### src/rtl/pcie_phy_tx_os_scheduler_if.sv
// rtl/pcie_phy_tx_os_scheduler_if.sv - link-layer symbol stream into the TX ordered-set scheduler
interface pcie_phy_tx_os_scheduler_if;
  logic [7:0] tl_data;
  logic       tl_k;
  logic       tl_valid;
  logic       tl_last;
  logic       tl_ready;

  modport master (output tl_data, tl_k, tl_valid, tl_last, input tl_ready);
  modport slave  (input tl_data, tl_k, tl_valid, tl_last, output tl_ready);
endinterface

### src/rtl/pcie_phy_tx_os_scheduler.sv
// rtl/pcie_phy_tx_os_scheduler.sv - muxes packet symbols, logical idle and SKP ordered sets into the 8b10b encoder
module pcie_phy_tx_os_scheduler #(
  parameter int SKP_INTERVAL = 1180,
  parameter int SKP_COUNT    = 3,
  parameter int CNT_WIDTH    = 11
) (
  input  logic                            clk,
  input  logic                            rst,
  pcie_phy_tx_os_scheduler_if.slave       tl,
  output logic [7:0]                      datain_tx_unencoded,
  output logic                            control_tx,
  output logic                            skp_sent,
  output logic                            skp_overrun,
  output logic                            pkt_underrun,
  output logic [1:0]                      sched_state
);

  typedef enum logic [1:0] {
    S_IDLE = 2'd0,
    S_PKT  = 2'd1,
    S_COM  = 2'd2,
    S_SKP  = 2'd3
  } state_t;

  localparam logic [CNT_WIDTH-1:0] TIMER_LAST = CNT_WIDTH'(SKP_INTERVAL - 1);
  localparam logic [2:0]           SKP_LAST   = 3'(SKP_COUNT - 1);
  localparam logic [7:0]           SYM_COM    = 8'hBC;
  localparam logic [7:0]           SYM_SKP    = 8'h1C;

  state_t               state;
  logic [CNT_WIDTH-1:0] timer;
  logic                 pending;
  logic [2:0]           skp_cnt;
  logic                 wrap;
  logic                 last_skp;
  logic                 xfer;

  assign wrap        = (timer == TIMER_LAST);
  assign last_skp    = (state == S_SKP) && (skp_cnt == SKP_LAST);
  assign tl.tl_ready = !rst && ((state == S_PKT) || ((state == S_IDLE) && !pending));
  assign xfer        = tl.tl_valid && tl.tl_ready;
  assign sched_state = state;

  // A wrap coinciding with the last SKP keeps the request alive for the next set.
  always_ff @(posedge clk or posedge rst) begin
    if (rst) begin
      timer       <= '0;
      pending     <= 1'b0;
      skp_overrun <= 1'b0;
    end else begin
      timer <= wrap ? '0 : timer + CNT_WIDTH'(1);
      if (wrap) begin
        pending <= 1'b1;
      end else if (last_skp) begin
        pending <= 1'b0;
      end
      if (wrap && pending) begin
        skp_overrun <= 1'b1;
      end
    end
  end

  always_ff @(posedge clk or posedge rst) begin
    if (rst) begin
      state               <= S_IDLE;
      skp_cnt             <= 3'd0;
      datain_tx_unencoded <= 8'h00;
      control_tx          <= 1'b0;
      skp_sent            <= 1'b0;
      pkt_underrun        <= 1'b0;
    end else begin
      skp_sent     <= 1'b0;
      pkt_underrun <= 1'b0;
      case (state)
        S_IDLE: begin
          if (pending) begin
            datain_tx_unencoded <= 8'h00;
            control_tx          <= 1'b0;
            state               <= S_COM;
          end else if (xfer) begin
            datain_tx_unencoded <= tl.tl_data;
            control_tx          <= tl.tl_k;
            if (!tl.tl_last) begin
              state <= S_PKT;
            end
          end else begin
            datain_tx_unencoded <= 8'h00;
            control_tx          <= 1'b0;
          end
        end
        S_PKT: begin
          if (xfer) begin
            datain_tx_unencoded <= tl.tl_data;
            control_tx          <= tl.tl_k;
            if (tl.tl_last) begin
              state <= (pending || wrap) ? S_COM : S_IDLE;
            end
          end else begin
            // Source starved mid-packet: pad with logical idle and flag it.
            datain_tx_unencoded <= 8'h00;
            control_tx          <= 1'b0;
            pkt_underrun        <= 1'b1;
          end
        end
        S_COM: begin
          datain_tx_unencoded <= SYM_COM;
          control_tx          <= 1'b1;
          skp_cnt             <= 3'd0;
          state               <= S_SKP;
        end
        S_SKP: begin
          datain_tx_unencoded <= SYM_SKP;
          control_tx          <= 1'b1;
          skp_cnt             <= skp_cnt + 3'd1;
          if (last_skp) begin
            skp_sent <= 1'b1;
            state    <= S_IDLE;
          end
        end
        default: state <= S_IDLE;
      endcase
    end
  end

endmodule

### src/flat_wrapper.sv
// flat-port wrapper written by rule: the top's interface ports become plain ports
module pcie_phy_tx_os_scheduler_flat 
#(
  parameter int SKP_INTERVAL = 1180,
  parameter int SKP_COUNT    = 3,
  parameter int CNT_WIDTH    = 11
)
  (clk, rst, datain_tx_unencoded, control_tx, skp_sent, skp_overrun, pkt_underrun, sched_state, tl_tl_data, tl_tl_k, tl_tl_valid, tl_tl_last, tl_tl_ready);
  pcie_phy_tx_os_scheduler_if tl_i ();
  input  logic clk;
  input  logic rst;
  output logic [7:0] datain_tx_unencoded;
  output logic control_tx;
  output logic skp_sent;
  output logic skp_overrun;
  output logic pkt_underrun;
  output logic [1:0] sched_state;
  input wire logic [$bits(tl_i.tl_data)-1:0] tl_tl_data;
  input wire logic [$bits(tl_i.tl_k)-1:0] tl_tl_k;
  input wire logic [$bits(tl_i.tl_valid)-1:0] tl_tl_valid;
  input wire logic [$bits(tl_i.tl_last)-1:0] tl_tl_last;
  output wire logic [$bits(tl_i.tl_ready)-1:0] tl_tl_ready;
  assign tl_i.tl_data = tl_tl_data;
  assign tl_i.tl_k = tl_tl_k;
  assign tl_i.tl_valid = tl_tl_valid;
  assign tl_i.tl_last = tl_tl_last;
  assign tl_tl_ready = tl_i.tl_ready;
  pcie_phy_tx_os_scheduler #(.SKP_INTERVAL(SKP_INTERVAL), .SKP_COUNT(SKP_COUNT), .CNT_WIDTH(CNT_WIDTH)) u_core (.clk(clk), .rst(rst), .tl(tl_i), .datain_tx_unencoded(datain_tx_unencoded), .control_tx(control_tx), .skp_sent(skp_sent), .skp_overrun(skp_overrun), .pkt_underrun(pkt_underrun), .sched_state(sched_state));
endmodule
### config.mk
export PLATFORM = sky130hd
export DESIGN_NAME = pcie_phy_tx_os_scheduler_flat
export DESIGN_NICKNAME = d
export VERILOG_FILES = /design/src/rtl/pcie_phy_tx_os_scheduler_if.sv /design/src/rtl/pcie_phy_tx_os_scheduler.sv /design/src/flat_wrapper.sv
export SDC_FILE = /design/constraint.sdc
export NUM_CORES = 1
export LEC_CHECK = 0
export ABC_AREA = 1
export CAP_MARGIN = 25
export CELL_PAD_IN_SITES_DETAIL_PLACEMENT = 2
export CELL_PAD_IN_SITES_GLOBAL_PLACEMENT = 2
export CORE_MARGIN = 2
export CORE_UTILIZATION = 29
export DETAILED_ROUTE_END_ITERATION = 6
export PLACE_DENSITY_LB_ADDON = 0.1
export RECOVER_POWER = 100
export SYNTH_ARGS = -nofsm -noshare
export SYNTH_HDL_FRONTEND = slang
export SYNTH_SLANG_ARGS = --single-unit
### constraint.sdc
create_clock -name clk -period 1.68 [get_ports clk]
set_clock_uncertainty 0.05 [all_clocks]
set_input_delay 0.42 -clock clk [delete_from_list [all_inputs] [get_ports clk]]
set_output_delay 0.42 -clock clk [all_outputs]
set_load 0.05 [all_outputs]
==> impl_metrics.toml <==
[sta]
slew_violations = 0
setup_ws_ns = -0.0978
hold_viol_final = 0
relSlewSlack_pct = 49.8
finalSetupViolCount = 1
fmax_ghz = 0.562
hold_ws_ns = 0.422
min_period_ns = 1.78
timing.final.crit_share_pct = 106
worst_slew_pin_slew_ns = 0.753
finalSetupTns_ns = -0.0978
rsz0062_at_grt = "true"

[place]
gp_congestion = 0.769
pre_cts_slack_ns = 0.0115
hpwl_um = 2930
io_buffer_count = 27

[finish]
final_util_pct = 41.9
nets = 216
area_delta_synth_final_pct = 37.8
multi_input_area_um2 = 508
ff_latch_area_um2 = 731
fill_cells = 513
drive_above_1_share_pct = 15.9
num_antenna_cells = 0

[die]
dieArea_um2 = 5190
rows = 24
die_w_um = 72.0
chipHeight_um = 72.0
start_util_pct = 30.4
io_pins = 28
core_um2 = 4410

[routing]
final_antenna_net_count = 0
via_per_inst = 4.64
vias = 1174
wire_per_inst_um = 15.0
drc = 0
first_pass_iters = 4
initialDrtViolationCount = 26
wl_met2_um = 1970
wirelength_um = 3800
wl_met1_um = 1630
routed.top_layer = "met4"
met3WireLength_um = 143

[pwr]
p_leak_uw = 0.00106
irDropWorstVdd_mv = 0.394
p_switching_uw = 473
pwr-share-seq_pct = 40.9
power_uw = 1790
p_sw_share_pct = 26.5
p_comb_share_pct = 16.3
p_per_area_nw_per_um2 = 967
clkPwrFrac_pct = 42.9
internal_power_uw = 1310

[outcome]
violations = "setup timing"
outcome = "complete, but fails checks"

[logic_synthesis]
syn_area_per_cell_um2 = 8.38
syn_inst = 160
synth_nets = 176
syn-cell-area_um2 = 1340
synth_cell_types = 20
synth_area_leader_cell = "dfrtp_1"
synth-seq-area-share_pct = 54.1
synth-warning-count = 0
netlist.area_leader.share_pct = 54.1
ys_ff_latch = 29
synthTopCellsByArea = "dfrtp_1, nand2_1, inv_1"

[clocking]
clkTransAtPathRegs_ns = 0.07
root_buffer = "clkbuf_8"
ctsHoldBuffers = 0
cts_buffers = 5
cts.sinks = 29
clk_latency_ns = 0.29
cts_buffer_depth = 2
htreeDepth = 2
tritoncts = "yes"

[hold_path]
min_path_type = "flip-flop to flip-flop"
holdCritStartpoint = "u_core.timer[0]"

[global_route]
antenna_found_initial = 0
grt_use_total_pct = 16.7
grt_max_degree = 30
grt_pass1_wl_um = 6500
grt_pass1_vias = 1333
grt-ovfl-total = 0

[setup_path]
reg2regPathDepth = 7
crit_type = "flip-flop to output pin"
timing.rr.start = "u_core.sched_state[1]"
cp-start-kind = "flip-flop"
endpoint_kind = "output pin"
worst_path_max_delay_cell = "dfrtp_4"
endpoint = "tl_tl_ready"
crit_cells = 4
max_stage_delay_ns = 0.51
crit_chain = "nor3_4 > nor2_2 > nor2_4 > buf_12"
cp_max_fo = 4
cp.required_ns = 1.21
cp_top_family = "flip-flops"
worst_r2r_endpoint = "u_core.sched_state[1]"
cp_num_buf_inv = 1
crit_start = "u_core.sched_state[1]"
cp_data_arrival_time_ns = 1.31
rrSetupSlack_ns = 0.09

[flow_run]
cap_violations = 0
## placed cells by master, fill, tap and decap left out, types with 2 or more instances in the layout
cell type / n
nand3_1: 11
nor2_1: 24
a21oi_1: 2
clkbuf_2: 7
o21bai_1: 2
dlymetal6s2s_1: 6
clkbuf_8: 6
inv_1: 26
clkdlybuf4s50_1: 12
xor2_1: 5
nand2_1: 38
ha_1: 3
o21ai_0: 4
dfrtp_1: 27
nand4_1: 2
buf_12: 2
nor3_1: 6
nor2_2: 3
buf_4: 7
## state kept, by name, indices dropped and copies added, names as in the netlist
name / flops
u_core.pending: 1
u_core.control_tx: 1
u_core.sched_state: 2
u_core.datain_tx_unencoded: 8
u_core.skp_overrun: 1
u_core.skp_cnt: 3
u_core.timer: 11
u_core.pkt_underrun: 1
u_core.skp_sent: 1
## cell families after synthesis
group	Yosys count	share of synthesized area, %
AOI/OAI and AO/OA	9	4.01
DFF	29	54.1
buffers and inverters	28	7.93
xor gates and xnor gates	5	3.26
adders and majority gates	3	2.80
and+or+nand+nor	86	27.9
## synthesized netlist by cell type, drive strengths merged
master and n:
nand4 2, nor3 7, nand3 11, o21bai 2, dfrtp 29, buf 1, a21oi 2, xor2 5
o21ai 5, ha 3, nand2 38, nor2 28, inv 27
## worst min-delay path by stage
stage,endpoint,slack [ns],cells past startpoint
2_1_floorplan,u_core.timer[0],0.38,1
3_3_place_gp,u_core.timer[0],0.40,1
3_5_place_dp,u_core.timer[0],0.42,1
4_1_cts,u_core.timer[0],0.43,1
5_1_grt,u_core.timer[0],0.46,1
6_report,u_core.timer[0],0.42,1
## area by class of cell
class	instances	share of cell area [%]
Clock buffer	6	4.47
Inverter	27	5.48
Tap cell	52	3.52
Clock inverter	2	2.03
Sequential cell	29	39.5
Timing Repair Buffer	34	17.5
Multi-Input combinational cell	103	27.5
## power by group through the flow
stage	Clock [uW]	Sequential, uW	Combinational (uW)
after global placement	0	758	318
after CTS	787	740	341
after detailed placement	0	758	327
after floorplan	0	816	89.0
after global routing	814	733	312
final	766	730	291
## stage by stage
step | instances | area [um2]
final | 253 | 1850
after global routing | 253 | 1850
after CTS | 253 | 2000
after detailed placement | 242 | 1860
after global placement | 242 | 1860
after floorplan | 160 | 1350
## repair_timing
action / in CTS / in global routing
setup buffers: 3 / 0
resized for setup: 0 / 2
setup endpoints to repair: 1 / 7
## metal layers
metal | GRT usage (%) | vias to the layer above
li1 | - | 573
met1 | 19.2 | 576
met2 | 29.6 | 19
met3 | 4.72 | 6
met4 | 5.66 | 0
met5 | 0 | -
Power figures use the tool's default switching activity.
